$ cat src/rtl/mem_rr_arbiter.sv
// Two-master round-robin arbiter for the native valid/ready memory interface.
// The grant is held for a whole transaction, and a response watchdog forces
// completion with error data when the downstream slave never answers.
module mem_rr_arbiter #(
    parameter int unsigned TIMEOUT_CYCLES = 1024,
    parameter logic [31:0] ERR_RDATA      = 32'hDEAD_BEEF
) (
    input  logic             clk_i,
    input  logic             rst_n_i,
    input  logic [1:0]       m_valid_i,
    input  logic [1:0][31:0] m_addr_i,
    input  logic [1:0][31:0] m_wdata_i,
    input  logic [1:0][3:0]  m_wstrb_i,
    output logic [31:0]      m_rdata_o,
    output logic [1:0]       m_ready_o,
    output logic             s_valid_o,
    output logic [31:0]      s_addr_o,
    output logic [31:0]      s_wdata_o,
    output logic [3:0]       s_wstrb_o,
    input  logic [31:0]      s_rdata_i,
    input  logic             s_ready_i,
    output logic [1:0]       grant_o,
    output logic             err_o,
    output logic [31:0]      err_addr_o,
    input  logic             err_clr_i
);

    typedef enum logic [0:0] {StIdle, StBusy} state_e;

    // A zero timeout disables the watchdog; CntLast is the count value of the final BUSY cycle.
    localparam bit          TimeoutEn = (TIMEOUT_CYCLES != 0);
    localparam logic [15:0] CntLast   = TimeoutEn ? 16'(TIMEOUT_CYCLES - 1) : 16'd0;

    state_e      state_q, state_d;
    logic        gnt_q, gnt_d;
    logic        last_q, last_d;
    logic [15:0] cnt_q, cnt_d;
    logic        err_q, err_d;
    logic [31:0] err_addr_q, err_addr_d;

    // Next-state and output decode: arbitration in IDLE, pass-through/watchdog in BUSY.
    always_comb begin
        state_d    = state_q;
        gnt_d      = gnt_q;
        last_d     = last_q;
        cnt_d      = cnt_q;
        err_d      = err_q & ~err_clr_i;
        err_addr_d = err_addr_q;

        m_rdata_o  = '0;
        m_ready_o  = '0;
        s_valid_o  = 1'b0;
        s_addr_o   = '0;
        s_wdata_o  = '0;
        s_wstrb_o  = '0;
        grant_o    = '0;

        unique case (state_q)
            StIdle: begin
                if (|m_valid_i) begin
                    // Contention goes to the master not served last; otherwise the lone requester.
                    gnt_d   = (m_valid_i == 2'b11) ? ~last_q : m_valid_i[1];
                    cnt_d   = '0;
                    state_d = StBusy;
                end
            end
            StBusy: begin
                grant_o   = gnt_q ? 2'b10 : 2'b01;
                s_addr_o  = m_addr_i[gnt_q];
                s_wdata_o = m_wdata_i[gnt_q];
                s_wstrb_o = m_wstrb_i[gnt_q];
                if (!m_valid_i[gnt_q]) begin
                    // Master withdrew its request: release silently.
                    last_d  = gnt_q;
                    state_d = StIdle;
                end else if (s_ready_i) begin
                    // Ready beats a coincident timeout.
                    s_valid_o        = 1'b1;
                    m_ready_o[gnt_q] = 1'b1;
                    m_rdata_o        = s_rdata_i;
                    last_d           = gnt_q;
                    state_d          = StIdle;
                end else if (TimeoutEn && (cnt_q == CntLast)) begin
                    m_ready_o[gnt_q] = 1'b1;
                    m_rdata_o        = ERR_RDATA;
                    err_d            = 1'b1;
                    err_addr_d       = m_addr_i[gnt_q];
                    last_d           = gnt_q;
                    state_d          = StIdle;
                end else begin
                    s_valid_o = 1'b1;
                    if (cnt_q != 16'hFFFF) begin
                        cnt_d = cnt_q + 16'd1;
                    end
                end
            end
            default: state_d = StIdle;
        endcase

        err_o      = err_q;
        err_addr_o = err_addr_q;
    end

    // State registers with synchronous active-low reset; master 0 has first priority.
    always_ff @(posedge clk_i) begin
        if (!rst_n_i) begin
            state_q    <= StIdle;
            gnt_q      <= 1'b0;
            last_q     <= 1'b1;
            cnt_q      <= '0;
            err_q      <= 1'b0;
            err_addr_q <= '0;
        end else begin
            state_q    <= state_d;
            gnt_q      <= gnt_d;
            last_q     <= last_d;
            cnt_q      <= cnt_d;
            err_q      <= err_d;
            err_addr_q <= err_addr_d;
        end
    end

endmodule
$ cat config.mk
export PLATFORM = sky130hd
export DESIGN_NAME = mem_rr_arbiter
export DESIGN_NICKNAME = d
export VERILOG_FILES = /design/src/rtl/mem_rr_arbiter.sv
export SDC_FILE = /design/constraint.sdc
export NUM_CORES = 1
export LEC_CHECK = 0
export ABC_AREA = 0
export CAP_MARGIN = 20
export CORE_AREA = 2 2 123 125
export DETAILED_ROUTE_END_ITERATION = 7
export DIE_AREA = 0 0 125 127
export PLACE_DENSITY = 0.75
export SETUP_SLACK_MARGIN = 0.4
export SLEW_MARGIN = 20
export SYNTH_ARGS = -nofsm -noshare
export SYNTH_HDL_FRONTEND = slang
export SYNTH_SLANG_ARGS = --single-unit
$ cat constraint.sdc
create_clock -name clk_i -period 3.3 [get_ports clk_i]
set_clock_uncertainty 0.05 [all_clocks]
set_input_delay 0.66 -clock clk_i [delete_from_list [all_inputs] [get_ports clk_i]]
set_output_delay 0.66 -clock clk_i [all_outputs]
set_load 0.05 [all_outputs]
==> results.json, run 1 <==
{
  "crit_chain": "clkdlybuf4s50_1, and2_4, o21ai_1, or2_4, clkbuf_16, a21oi_2, buf_12",
  "cts_sinks": 52,
  "slew_violations": 0,
  "ys_ff_latch": 52,
  "grt_setup_unrepaired": "yes",
  "setup_viol": 0,
  "path_buf_inv": 3,
  "grt_pass1_vias": 4447,
  "r2r-start": "gnt_q$_SDFFE_PN0P_",
  "wl_mm": 18.02,
  "antenna_found_initial": 0,
  "seq_area_frac_synth_pct": 28.16,
  "tritoncts": "yes",
  "critPathKind": "in2out",
  "ir_worst_vdd_mv": 0.2017,
  "grt_pass1_wl_mm": 25.80,
  "netlist.area_leader.share_pct": 28.16,
  "initial_core_util_pct": 25.63,
  "cp-start-kind": "input pin",
  "synth.most_common_cell": "nor2_1",
  "maxSlewHeadroom_pct": 41.75,
  "pwr_density_cell_nw_per_um2": 279.0,
  "worstMarginPinSlew_ns": 0.8738,
  "endpoint_kind": "output pin",
  "drive_above_1_share_pct": 21.32,
  "post-route-drc-count": 0,
  "diodes": 0,
  "portBuffers": 311,
  "place.gp.congestion": 0.8337,
  "drtIter0Drc": 183,
  "crit_fanout": 6,
  "wire_per_inst_um": 18.54,
  "finalCritPeriodShare_pct": 88.86,
  "hold_end": "cnt_q[7]$_SDFFE_PN0P_",
  "ys_warn_count": 0,
  "outcome": "finished, final reports clean",
  "min_period_ns": 2.932,
  "grt_max_degree": 66,
  "dp_slack_ns": 0.2002,
  "fill_cells": 1299,
  "setup_ws_ns": 0.3677,
  "postRouteAntennaNets": 0,
  "die_w_um": 125,
  "synth_commonest_cells": "nor2_1, mux2i_1, dfxtp_1",
  "grt_overflow": 0,
  "core_area_um2": 14420,
  "p_leak_nw": 3.073,
  "ioPinCount": 312,
  "syn_inst": 478,
  "clock-root-buffer": "clkbuf_16",
  "nNetsFinal": 962,
  "arrival_ns": 2.22,
  "async_flop_share_pct": 0,
  "dpl.hpwl_mm": 13.85,
  "synthDistinctLibCells": 46,
  "cpPeakStageDelay_ns": 0.48,
  "clkLatencyLatePin_ns": 0.29,
  "hold_path_depth": 1,
  "ff2ff_setup_slack_ns": 1.02,
  "synth.top_cells.by_area": "dfxtp_1, mux2i_1, nor2_1",
  "synth_nets": 653,
  "dieArea_um2": 15880,
  "synthToLayoutAreaGrowth_pct": 114.4,
  "tns_ns": 0,
  "max_freq_ghz": 0.3410,
  "numCtsBuffers": 5,
  "yosys.area.top_type": "dfxtp_1",
  "stdcell_area_um2": 7926,
  "required_ns": 2.59,
  "synthFlopType": "dfxtp_1",
  "hp-class": "reg2reg",
  "rows": 44,
  "cp_top_family": "buffers and inverters",
  "cap_violations": 0,
  "grt_usage_pct": 20.61,
  "drt-pass1-iter-count": 4,
  "die_h_um": 127,
  "slowest_stage": "clkdlybuf4s50_1",
  "syn_area_um2": 3697,
  "synth_edf_count": 0,
  "r2r-end": "cnt_q[4]$_SDFFE_PN0P_",
  "min-delay-start": "cnt_q[7]$_SDFFE_PN0P_",
  "avgSynthCellArea_um2": 7.735,
  "viasPerCell": 4.771,
  "reg2regPathDepth": 6,
  "cts_buffer_depth": 2,
  "h-tree-depth": 2,
  "dpl_cell_area_um2": 7271,
  "vias": 4637,
  "power_w": 0.002212,
  "clk_pin_slew_ns": 0.07,
  "hold_viol": 0
}
[layout by cell type (no fill, tap or decap), types with 3 or more instances in the layout]
| master | Yosys | layout |
|---|---|---|
| buf_12 | 0 | 39 |
| dfxtp_1 | 52 | 46 |
| and2_1 | 17 | 15 |
| and4_1 | 4 | 3 |
| o21ai_0 | 13 | 12 |
| a211oi_2 | 20 | 20 |
| buf_4 | 5 | 53 |
| a211oi_1 | 13 | 13 |
| a31oi_1 | 3 | 3 |
| a41oi_1 | 5 | 5 |
| nor2_1 | 107 | 106 |
| clkbuf_16 | 0 | 7 |
| o211ai_1 | 4 | 4 |
| inv_1 | 32 | 31 |
| clkdlybuf4s50_1 | 0 | 231 |
| dlygate4sd2_1 | 0 | 4 |
| mux2i_1 | 68 | 68 |
| o41ai_1 | 4 | 4 |
| dfxtp_2 | 0 | 3 |
| nand4_1 | 7 | 7 |
| a21oi_2 | 0 | 3 |
| nand2_1 | 16 | 16 |
| dfxtp_4 | 0 | 3 |
| dlymetal6s2s_1 | 0 | 8 |
| a21oi_4 | 0 | 21 |
| a21oi_1 | 37 | 13 |
| nand3_1 | 8 | 8 |
[kinds of logic (layout without fill, tap and decap cells)]
kind of cell               count (synthesis)  count (layout)  synth area share [%]
and+or+nand+nor                          177             177                 22.40
buffers and inverters                     71             381                 8.765
muxes                                     68              68                 18.41
adders and majority gates                  1               1                0.3384
AOI/OAI and AO/OA                        109             109                 21.93
DFF                                       52              52                 28.16
[worst max path at each step]
stage / startpoint / end / slack (ns) / cells past startpoint
finish: m_valid_i[1] / m_rdata_o[6] / 0.37 / 7
global route: m_valid_i[1] / m_rdata_o[6] / 0.34 / 7
CTS: s_ready_i / s_valid_o / 0.38 / 5
detailed placement: m_valid_i[0] / m_rdata_o[15] / 0.20 / 7
global placement: m_valid_i[0] / m_rdata_o[7] / 0.29 / 7
floorplan: cnt_q[0]$_SDFFE_PN0P_ / m_rdata_o[10] / 0.12 / 9
[state kept, by name, summed over array words and instances, names as in the netlist]
name,count
cnt_q,16
err_addr_o,32
err_o,1
gnt_q,1
last_q,1
state_q,1
[stage by stage]
step	util, %	instances	hold WS (ns)
after floorplan	-	478	0.3976
after global placement	50.41	952	0.4277
after detailed placement	50.41	952	0.4285
after CTS	53.53	964	0.4398
after global routing	54.95	972	0.4654
final	54.95	972	0.4421
[cell type report]
| type | count | area [um2] | area share [%] |
|---|---|---|---|
| clock buffer | 5 | 125.1 | 1.579 |
| sequential | 52 | 1056 | 13.32 |
| inverter | 33 | 123.9 | 1.563 |
| clock inverter | 3 | 45.04 | 0.5683 |
| timing repair buffer | 340 | 3730 | 47.06 |
| tap | 184 | 230.2 | 2.905 |
| multi-input combinational | 355 | 2616 | 33.01 |
[metal layers]
layer	routed length [um]	share of wire [%]	track usage (%)
met5	0	0	0
met4	386	2.1	4.379
met3	971	5.4	4.188
met2	9921	55	39.26
met1	6740	37	23.78
[report_power, final]
group	internal [W]	switching (W)	leakage [nW]	total (W)
Combinational	0.000430	0.000538	2.57	0.000968
Clock	0.000362	0.000249	0.0847	0.000611
Sequential	0.000629	0.00000429	0.423	0.000633
[what timing repair did]
action / 4_1_cts / 5_1_grt
pin swaps: 2 / 5
setup buffers: 3 / 6
hold buffers: 0 / 0
gates cloned: 1 / 2
setup endpoints to repair: 50 / 52
gates resized for setup: 56 / 24
(Power assumes the default switching activity.)
==> run 2: changes to the inputs <==
CTS_CLUSTER_DIAMETER = 150   (was default)
==> results of run 2 <==
The final DEF is identical to that of run 1; final timing and power are the same.
